<file path="config.mk">
export PLATFORM = sky130hd
export DESIGN_NAME = vco_phase_counter
export DESIGN_NICKNAME = d
export VERILOG_FILES = /design/src/rtl/vco_adc_pkg.sv /design/src/rtl/vco_phase_sync.sv /design/src/rtl/vco_phase_counter.sv
export SDC_FILE = /design/constraint.sdc
export NUM_CORES = 1
export LEC_CHECK = 0
export ABC_AREA = 1
export ABC_CLOCK_PERIOD_IN_PS = 11850
export CAP_MARGIN = 10
export CORE_MARGIN = 3
export CORE_UTILIZATION = 30
export DETAILED_ROUTE_END_ITERATION = 10
export GPL_TIMING_DRIVEN = 0
export PLACE_DENSITY = 0.56
export SLEW_MARGIN = 20
export SYNTH_ARGS = -nofsm -noshare
export SYNTH_HDL_FRONTEND = slang
export SYNTH_SLANG_ARGS = --single-unit
</file>
<file path="constraint.sdc">
create_clock -name clk -period 11.85 [get_ports clk]
set_input_delay 1.7775 -clock clk [delete_from_list [all_inputs] [get_ports clk]]
set_output_delay 1.7775 -clock clk [all_outputs]
set_load 0.01 [all_outputs]
</file>
<file path="src/rtl/vco_adc_pkg.sv">
// Shared widths and arithmetic helpers for the multi-phase VCO-ADC quantiser back end.
package vco_adc_pkg;

  localparam int unsigned PHASES_DEF = 15;
  localparam int unsigned DECIM_DEF  = 16;
  localparam int unsigned OUT_W_DEF  = 8;
  localparam int unsigned POP_MAX_W  = 64;

  // Window counter never narrower than one bit, even when DECIM is 1
  function automatic int unsigned cnt_width(input int unsigned decim);
    return (decim > 1) ? $clog2(decim) : 1;
  endfunction

  function automatic int unsigned delta_width(input int unsigned phases);
    return (phases > 0) ? $clog2(phases + 1) : 1;
  endfunction

  localparam int unsigned CNT_W   = cnt_width(DECIM_DEF);
  localparam int unsigned DELTA_W = delta_width(PHASES_DEF);

  function automatic int unsigned popcount(input logic [POP_MAX_W-1:0] v);
    int unsigned n;
    n = 0;
    for (int i = 0; i < int'(POP_MAX_W); i++) begin
      n = n + 32'(v[i]);
    end
    return n;
  endfunction

  // Unsigned add clipped to 2**w-1 rather than wrapping
  function automatic logic [31:0] sat_add(input logic [31:0] a, input logic [31:0] b,
                                          input int unsigned w);
    logic [32:0] sum;
    logic [32:0] lim;
    sum = 33'(a) + 33'(b);
    lim = (33'(1) << w) - 33'(1);
    return (sum > lim) ? 32'(lim) : 32'(sum);
  endfunction

endpackage

</file>
<file path="src/rtl/vco_phase_sync.sv">
// Samples the asynchronous VCO taps and reports how many taps changed since last cycle.
// Define VCO_SYNC2_EN to add a second synchroniser stage (one extra cycle of latency).
module vco_phase_sync
  import vco_adc_pkg::*;
#(
  parameter  int unsigned PHASES = PHASES_DEF,
  localparam int unsigned DLT_W  = delta_width(PHASES)
) (
  input  logic              clk,
  input  logic              rst_n,
  input  logic [PHASES-1:0] phase_in,
  output logic [DLT_W-1:0]  delta_c
);

  logic [PHASES-1:0] s1;
  logic [PHASES-1:0] sync;
  logic [PHASES-1:0] prev;

`ifdef VCO_SYNC2_EN
  logic [PHASES-1:0] s2;

  always_ff @(posedge clk) begin
    if (!rst_n) begin
      s1 <= '0;
      s2 <= '0;
    end else begin
      s1 <= phase_in;
      s2 <= s1;
    end
  end

  assign sync = s2;
`else
  always_ff @(posedge clk) begin
    if (!rst_n) begin
      s1 <= '0;
    end else begin
      s1 <= phase_in;
    end
  end

  assign sync = s1;
`endif

  // prev tracks sync regardless of enable so the first enabled cycle is a true difference
  always_ff @(posedge clk) begin
    if (!rst_n) begin
      prev <= '0;
    end else begin
      prev <= sync;
    end
  end

  always_comb begin
    delta_c = DLT_W'(popcount(POP_MAX_W'(sync ^ prev)));
  end

endmodule

</file>
<file path="src/rtl/vco_phase_counter.sv">
// VCO-ADC back end: accumulates per-cycle tap transitions over DECIM cycles and emits a code.
// Synchroniser depth selected by VCO_SYNC2_EN (see vco_phase_sync).
module vco_phase_counter
  import vco_adc_pkg::*;
#(
  parameter int unsigned PHASES = PHASES_DEF,
  parameter int unsigned DECIM  = DECIM_DEF,
  parameter int unsigned OUT_W  = OUT_W_DEF
) (
  input  logic              clk,
  input  logic              rst_n,
  input  logic [PHASES-1:0] phase_in,
  input  logic              en,
  output logic [OUT_W-1:0]  out_data,
  output logic              out_valid,
  input  logic              out_ready,
  output logic              ovf,
  input  logic              ovf_clr
);

  localparam int unsigned      WIN_W    = cnt_width(DECIM);
  localparam int unsigned      DLT_W    = delta_width(PHASES);
  localparam logic [WIN_W-1:0] WIN_LAST = WIN_W'(DECIM - 1);

  logic [DLT_W-1:0] delta_c;
  logic [OUT_W-1:0] acc;
  logic [WIN_W-1:0] win_cnt;
  logic [OUT_W-1:0] sum_c;
  logic             win_done_c;
  logic             deliver_c;

  vco_phase_sync #(
    .PHASES (PHASES)
  ) u_sync (
    .clk      (clk),
    .rst_n    (rst_n),
    .phase_in (phase_in),
    .delta_c  (delta_c)
  );

  // Window close and whether the output slot can take the result this edge
  always_comb begin
    sum_c      = OUT_W'(sat_add(32'(acc), 32'(delta_c), OUT_W));
    win_done_c = 1'b0;
    deliver_c  = 1'b0;
    if (en && (win_cnt == WIN_LAST)) begin
      win_done_c = 1'b1;
      deliver_c  = !out_valid || out_ready;
    end
  end

  // Disabling discards the partial window
  always_ff @(posedge clk) begin
    if (!rst_n) begin
      acc     <= '0;
      win_cnt <= '0;
    end else if (!en || win_done_c) begin
      acc     <= '0;
      win_cnt <= '0;
    end else begin
      acc     <= sum_c;
      win_cnt <= win_cnt + WIN_W'(1);
    end
  end

  always_ff @(posedge clk) begin
    if (!rst_n) begin
      out_data  <= '0;
      out_valid <= 1'b0;
    end else if (deliver_c) begin
      out_data  <= sum_c;
      out_valid <= 1'b1;
    end else if (out_valid && out_ready) begin
      out_valid <= 1'b0;
    end
  end

  // Sticky drop flag; a clear wins over a same-cycle drop
  always_ff @(posedge clk) begin
    if (!rst_n) begin
      ovf <= 1'b0;
    end else if (ovf_clr) begin
      ovf <= 1'b0;
    end else if (win_done_c && !deliver_c) begin
      ovf <= 1'b1;
    end
  end

endmodule

</file>
==> metrics.md, run 1 <==
| Metric | Value |
|---|---|
| Result of the run | completed |
| Classification of the worst setup path | reg2reg |
| Final count of hold timing violations | 0 |
| Initial Util | 0.319 |
| Number of flops mapped to enable cells by yosys | 0 |
| Synthesis-to-finish area growth | 21.4% |
| Synthesized Nets | 318 |
| Pin count of the biggest net entering global routing | 17 |
| Smallest hold slack | approximately 0.44 ns |
| Deepest level of the CTS H-tree | 2 |
| Area of the core | 0.00749 mm2 |
| Setup violators final | 0 |
| Max rail drop VDD | 92.7 uV |
| Post-Synthesis Cell Area | 0.00239 mm2 |
| Share of the synthesized area in compound gates (AO/OA/AOI/OAI) | 0.0566 |
| Synth Register Bits | 52 |
| Detailed-routing iteration count for the pre-antenna-repair pass | 4 |
| Clock Sinks | 52 |
| Post-Route WL | between 3 and 4 mm |
| Max-cap check violation count | 0 |
| Latest clock arrival within the worst-skew pair | 0.30 ns |
| Number of hold-repair buffers added at the cts stage | 0 |
| Boundary pin count | 30 |
| Clk_skew | 0.0100 ns |
| Crit path max-delay cell type | fa_1 |
| Top delay family on crit path | adder cells |
| Largest buffer count on any clock path | 2 |
| Wire length of the first global-routing pass | 7.16 mm |
| Cell chosen for the clock root | clkbuf_8 |
| Largest fanout on the critical path | 5 |
| Final non-filler cell total | 412 |
| Number of global-route vias before repair | 1674 |
| Post-Synth Adder-Cell Area | 0.147 |
| Critical path required time | 12.07 ns |
| Final Net Count | between 300 and 400 |
| Share of synthesized flip-flops with an asynchronous set or reset | 0 |
| Worst-Margin Slew | 0.541 ns |
| Fmax achieved | just under 200 MHz |
| Cell with the most instances after synthesis | inv_1 |
| Detailed placer's ending HPWL | ~3.1 mm |
| Count of input and output buffers | 29 |
| Sum of negative setup slack | 0 ns |
| Pleak | 1.52 nW |
| Kind of path behind the tightest hold check | reg2reg |
| Die area | 0.00906 mm2 |
| Max-Slew Margin vs Limit | 0.639 |
| Ordered cell list for the critical path | xor2_1, ha_1, fa_1, fa_1, fa_1, inv_1, fa_1, inv_1, ha_1, fa_1, inv_1, fa_1, inv_1, nand3_1, nand2_2, nand2_1, o21ai_2, nand3_1, nand2_1, inv_1 |
| Dominant synthesized flop cell | dfxtp_1 |
| Number of DRC markers in iteration 0 | 56 |
| Gate count of the mapped netlist | between 200 and 300 |
| CTS tree | done |
| Unique cell type count in the Yosys netlist | 28 |
| Total power divided by cell area | 172 mW/mm2 |
| Most frequent cells after synthesis | 62 x inv_1, 52 x dfxtp_1, 50 x nand2_1, 16 x nor2_1, 16 x xor2_1 |
| Number of gates given a new drive strength after cts | 0 |
| Share of cells above drive strength 1 | 0.0767 |
| Std-Cell Rows | 31 |
| Area share of xor/xnor cells in the synthesized design | 0.0697 |
| Number of placed instances, taps included | 404 |
| Simple-gate share of the synthesized area | 0.174 |
| Startpoint Class | flop |
| Synth top area share | 0.436 |
| CTS buffer count | 5 |
| Routed via count | 1651 |
| Sequential cell area in the final layout | between 0.001 and 0.0015 mm2 |
| Cells taking the most area after synthesis | dfxtp_1 44%, inv_1 9.8%, fa_1 8.4% |
| Aggregate global routing overflow | 0 |
| Die width | 95.2 um |
| Shortest clock period the worst path allows after layout | 5.09 ns |
| CTS clock-pin slew for the worst setup and hold paths | 0.09 ns |
| Count of final max-slew check failures | 0 |
| Total global routing track utilization | 0.101 |
| Antenna-violating nets left | 0 |
| Combinational family with the most area after synthesis | simple AND/OR/NAND/NOR gates |
| ANT cells | 0 |
| CP endpoint kind | flop |
| Yosys synthesis warning count | 0 |
| Unrepaired setup endpoints after global routing | false |
| Number of antenna violations at the first check in global routing | 0 |
| Remaining DRCs | 0 |
| Worst path bufs/invs | 5 |
| Syn avg cell area | around 8.6 um2 |
| Period utilisation layout | 0.429 |
| Biggest cell delay along the critical path | 0.55 ns |
| WP data arrival | between 5 and 6 ns |
| Die Span Y | 95.2 um |
| WL/cell | 9.68 um |
| Layout fillers | 768 |
| Area taken by multi-input logic gates | between 0.001 and 0.0015 mm2 |
| Dominant cell type by count on the critical path | fa_1 |
| Multiplexer area fraction after synthesis | 0 |
| Buffers inserted during post-CTS setup optimization | 0 |
| Final RePlAce weighted congestion | 0.744 |
| Number of vias per cell | approximately 4.0 |
| Area leader, netlist | dfxtp_1 |
| Sequential element share of the synthesized area | 0.436 |
[power by group]
| part | leakage [nW] | switching [W] | internal [W] |
|---|---|---|---|
| sequential | 0.426 | 0.00000432 | 0.000185 |
| combinational | 1.04 | 0.000117 | 0.0000858 |
| clock | 0.0516 | 0.0000572 | 0.0000478 |
| total | 1.52 | 0.000179 | 0.000318 |
[metrics by stage]
| stage | power [W] | setup slack [ns] | cell area [um2] | utilization |
|---|---|---|---|---|
| 2_1_floorplan | 0.000349 | 7.05 | 2390 | - |
| 3_3_place_gp | 0.000393 | 6.78 | 2800 | 0.374 |
| 3_5_place_dp | 0.000394 | 6.73 | 2800 | 0.374 |
| 4_1_cts | 0.000507 | 6.70 | 2900 | 0.387 |
| 5_1_grt | 0.000545 | 6.44 | 2900 | 0.387 |
| 6_report | 0.000497 | 6.76 | 2900 | 0.387 |
[worst register-to-register path, cell delays in order (launching register included)]
cell and delay (ns):
dfxtp_1 0.35, xor2_1 0.16, ha_1 0.27, fa_1 0.51
fa_1 0.54, fa_1 0.55, inv_1 0.05, fa_1 0.54
inv_1 0.05, ha_1 0.21, fa_1 0.51, inv_1 0.06
fa_1 0.43, inv_1 0.08, nand3_1 0.07, nand2_2 0.15
nand2_1 0.12, o21ai_2 0.14, nand3_1 0.11, nand2_1 0.07
inv_1 0.03
[state kept, by name, indices dropped and copies added (netlist names)]
name / cells
acc: 8
out_data: 8
out_valid: 1
ovf: 1
u_sync.prev: 15
u_sync.s1: 15
win_cnt: 4
[layer usage]
metal / vias up / routed length, um / global-route usage
li1: 893 / - / -
met1: 731 / 1950 / 0.129
met2: 20 / 1850 / 0.161
met3: 7 / 106 / 0.0205
met4: 0 / 82 / 0.0481
met5: - / 0 / 0
[layout by cell type (no fill, tap or decap), types with 2 or more instances in the layout]
cell type,count
inv_1,62
dfxtp_1,52
nand2_1,50
clkdlybuf4s50_1,29
xor2_1,16
nor2_1,16
nand3_1,15
ha_1,12
a21oi_1,10
fa_1,10
clkbuf_8,6
o211ai_1,4
xnor2_1,3
clkbuf_1,3
o21ai_2,3
o21ai_0,3
clkinv_2,2
nand3_4,2
buf_2,2
nand4_1,2
[layout make-up]
type | instances | area share
sequential | 52 | 0.359
clock inverter | 2 | 0.00475
buffer | 7 | 0.0138
multi-input combinational | 154 | 0.368
clock buffer | 6 | 0.0285
timing repair buffer | 29 | 0.100
tap | 99 | 0.0428
inverter | 63 | 0.0821
[worst paths after layout]
check,startpoint,endpoint,slack [ns],cells after the start
worst min-delay path,u_sync.s1[10]$_SDFF_PN0_,u_sync.prev[10]$_SDFF_PN0_,0.44,2
worst max register to register,u_sync.s1[1]$_SDFF_PN0_,out_data[6]$_SDFFE_PN0P_,6.76,20
worst min register to register,u_sync.s1[10]$_SDFF_PN0_,u_sync.prev[10]$_SDFF_PN0_,0.44,2
worst max-delay path,u_sync.s1[1]$_SDFF_PN0_,out_data[6]$_SDFFE_PN0P_,6.76,20
[cell families after synthesis]
kind of cell	Yosys count
DFF	52
AOI/OAI and AO/OA	22
buffers and inverters	70
xor gates and xnor gates	19
and+or+nand+nor	91
adders and majority gates	22
No activity file was read; power rests on OpenSTA's default activity.
==> run 2, diff against run 1 <==
--- a/config.mk
+++ b/config.mk
@@ -6,13 +6,13 @@
 export NUM_CORES = 1
 export LEC_CHECK = 0
 export ABC_AREA = 1
-export ABC_CLOCK_PERIOD_IN_PS = 11850
+export ABC_CLOCK_PERIOD_IN_PS = 4300
 export CAP_MARGIN = 10
 export CORE_MARGIN = 3
 export CORE_UTILIZATION = 30
 export DETAILED_ROUTE_END_ITERATION = 10
 export GPL_TIMING_DRIVEN = 0
-export PLACE_DENSITY = 0.56
+export PLACE_DENSITY = 0.58
 export SLEW_MARGIN = 20
 export SYNTH_ARGS = -nofsm -noshare
 export SYNTH_HDL_FRONTEND = slang
==> constraint.sdc (replaced) <==
create_clock -name clk -period 4.3 [get_ports clk]
set_input_delay 0.645 -clock clk [delete_from_list [all_inputs] [get_ports clk]]
set_output_delay 0.645 -clock clk [all_outputs]
set_load 0.01 [all_outputs]
==> metrics.md, run 2 (synthesis results as in run 1) <==
| Metric | Value |
|---|---|
| Count of final max-slew check failures | 0 (unchanged) |
| Classification of the worst setup path | reg2reg |
| Detailed placer's ending HPWL | 3.12 mm (-0.15%) |
| Wire length of the first global-routing pass | 6.87 mm (-4.1%) |
| ANT cells | 0 (unchanged) |
| Logic pwr share | 0.494 (+0.085) |
| Pleak | 1.58 nW (+3.7%) |
| CP endpoint kind | flop |
| Sequential cell area in the final layout | 0.00104 mm2 (+0.36%) |
| Max-Slew Margin vs Limit | 0.650 (+0.0107) |
| Shortest clock period the worst path allows after layout | 4.72 ns (-0.369 ns) |
| Unrepaired setup endpoints after global routing | true |
| Final Net Count | 363 (+2.5%) |
| Std-Cell Rows | 31 (unchanged) |
| Clock group share of total power | 0.180 (-0.031) |
| Number of antenna violations at the first check in global routing | 0 (unchanged) |
| Clock Sinks | 52 (unchanged) |
| Most frequent cells in the layout | 59 x inv_1, 49 x dfxtp_1, 48 x nand2_1 |
| Hold-critical path depth | 2 (unchanged) |
| Remaining DRCs | 0 (unchanged) |
| Deepest level of the CTS H-tree | 2 (unchanged) |
| Pin count of the biggest net entering global routing | 17 (unchanged) |
| Die width | 95.2 um (unchanged) |
| Initial Util | 0.319 (unchanged) |
| Registers with the highest flip-flop counts | u_sync.prev (15), u_sync.s1 (15) |
| Violated checks | negative setup slack |
| Largest buffer count on any clock path | 2 (unchanged) |
| Number of global-route vias before repair | 1646 (-1.7%) |
| Setup violators final | 16 (+16) |
| WL/cell | 9.91 um (+2.4%) |
| Total power after layout | 0.00160 W (+220%) |
| Layout fillers | 720 (-6.3%) |
| Die area | 0.00906 mm2 (unchanged) |
| Max rail drop VDD | 235 uV (+150%) |
| Detailed-routing iteration count for the pre-antenna-repair pass | 4 (unchanged) |
| Critical path required time | 4.49 ns (-7.58 ns) |
| Boundary pin count | 30 (unchanged) |
| Kind of path behind the tightest hold check | reg2reg |
| Clk_skew | 0.00847 ns (-0.00153 ns) |
| Max-cap check violation count | 0 (unchanged) |
| Number of hold-repair buffers added at the cts stage | 0 (unchanged) |
| Startpoint Class | flop |
| CTS tree | done |
| Period utilisation layout | 1.10 (+0.668) |
| Final RePlAce weighted congestion | 0.771 (+3.6%) |
| Antenna-violating nets left | 0 (unchanged) |
| Final non-filler cell total | 421 (+2.2%) |
| Aggregate global routing overflow | 0 (unchanged) |
| Post-Route WL | 4.17 mm (+4.6%) |
| Number of placed instances, taps included | 404 (unchanged) |
| Worst-Margin Slew | 0.525 ns (-0.0160 ns) |
| Internal | 0.00102 W (+220%) |
| Cell chosen for the clock root | clkbuf_8 |
| Fraction of power spent switching nets | 0.366 (+0.00596) |
| Net Sw Power | 0.000586 W (+230%) |
| Share of cells above drive strength 1 | 0.174 (+0.0972) |
| Die Span Y | 95.2 um (unchanged) |
| Synthesis-to-finish area growth | 29.5% |
| Latest clock arrival within the worst-skew pair | 0.30 ns (about the same) |
| Count of input and output buffers | 29 (unchanged) |
| Number of DRC markers in iteration 0 | 67 (+20%) |
| CTS buffer count | 5 (unchanged) |
| Fmax achieved | 212 MHz (+7.8%) |
| Area taken by multi-input logic gates | 0.00119 mm2 (+12%) |
| WP data arrival | 4.91 ns (-0.39 ns) |
| Area of the core | 0.00749 mm2 (unchanged) |
| Most frequent standard cell in the layout excluding fill and tap cells | inv_1 |
| Result of the run | finished with violations |
| Sequential fraction of design power | 0.325 (-0.055) |
| Routed via count | 1722 (+4.3%) |
| Largest fanout on the critical path | 5 (unchanged) |
| CTS clock-pin slew for the worst setup and hold paths | 0.09 ns (about the same) |
| Total power divided by cell area | 518 mW/mm2 (+200%) |
| Total global routing track utilization | 0.0981 (-0.00247) |
| R2R cell count | 19 (-5.0%) |
| Final count of hold timing violations | 0 (unchanged) |
| Final worst setup slack | -0.416 ns (-7.18 ns) |
| Number of vias per cell | 4.09 (+2.1%) |
-- run 2: changes by cell type in the layout (fill, tap and decap cells not counted), moves of 3 or more --
| cell | before | now |
|---|---|---|
| nand3_1 | 15 | 10 |
| buf_4 | 1 | 8 |
| inv_2 | 0 | 3 |
| a21oi_2 | 1 | 4 |
| dfxtp_2 | 0 | 3 |
| dfxtp_1 | 52 | 49 |
| nand3_2 | 1 | 7 |
| a21oi_1 | 10 | 6 |
| inv_1 | 62 | 59 |
-- run 2: repair_timing --
item / in CTS / in global routing
setup endpoints to repair: 16 / 16
gates resized for setup: 9 / 11
buffers inserted: 5 / 3
pin swaps: 6 / 8
cloned: 1 / 0
-- run 2: power groups by stage --
stage	Combinational (W)	Sequential, W	Clock [W]
after detailed placement	0.000600	0.000532	0
after CTS	0.000684	0.000521	0.000304
after global routing	0.000884	0.000524	0.000318
after floorplan	0.000464	0.000529	0
after global placement	0.000590	0.000531	0
final	0.000792	0.000521	0.000289
-- run 2: final timing paths --
| kind | from | end | slack [ns] |
|---|---|---|---|
| setup / recovery | u_sync.prev[1]$_SDFF_PN0_ | out_data[4]$_SDFFE_PN0P_ | -0.42 |
| hold / removal | u_sync.s1[1]$_SDFF_PN0_ | u_sync.prev[1]$_SDFF_PN0_ | 0.44 |
| setup reg to reg | u_sync.prev[1]$_SDFF_PN0_ | out_data[4]$_SDFFE_PN0P_ | -0.42 |
| hold reg to reg | u_sync.s1[1]$_SDFF_PN0_ | u_sync.prev[1]$_SDFF_PN0_ | 0.44 |
-- run 2: critical path, stage by stage, from the launching register on --
cell and delay [ns]:
dfxtp_2 0.33, xor2_1 0.15, ha_1 0.30, fa_1 0.52, fa_1 0.43, fa_1 0.52, inv_2 0.04, fa_1 0.48
inv_1 0.05, ha_2 0.19, fa_2 0.55, inv_2 0.04, fa_2 0.34, inv_2 0.07, nand3_2 0.07, nand2_4 0.11
nand2_4 0.05, buf_4 0.14, o21ai_4 0.16, a21oi_2 0.07
-- run 2: layout make-up --
cell class / instances / area share
Buffer: 7 / 0.0130
Tap cell: 99 / 0.0401
Inverter: 63 / 0.0769
Clock buffer: 6 / 0.0267
Sequential cell: 52 / 0.338
Timing Repair Buffer: 37 / 0.115
Clock inverter: 2 / 0.00445
Multi-Input combinational cell: 155 / 0.386
-- run 2: stage by stage --
stage                     cell area [um2]  utilization  setup WS (ns)  hold WS (ns)  TNS [ns]
after floorplan                      2420            -         -0.222         0.418     -1.61
after global placement               2830        0.378         -0.460         0.423     -5.34
after detailed placement             2830        0.378         -0.501         0.428     -5.84
after CTS                            3010        0.402         -0.440         0.440     -5.93
after global routing                 3090        0.413         -0.644         0.458     -9.27
final                                3090        0.413         -0.416         0.436     -5.89
-- run 2: layer usage --
metal | vias up | part of all wire | track usage
met5 | - | 0 | 0
met4 | 0 | 0.025 | 0.0589
met3 | 8 | 0.027 | 0.0174
met2 | 20 | 0.47 | 0.159
met1 | 780 | 0.48 | 0.121
li1 | 914 | - | -
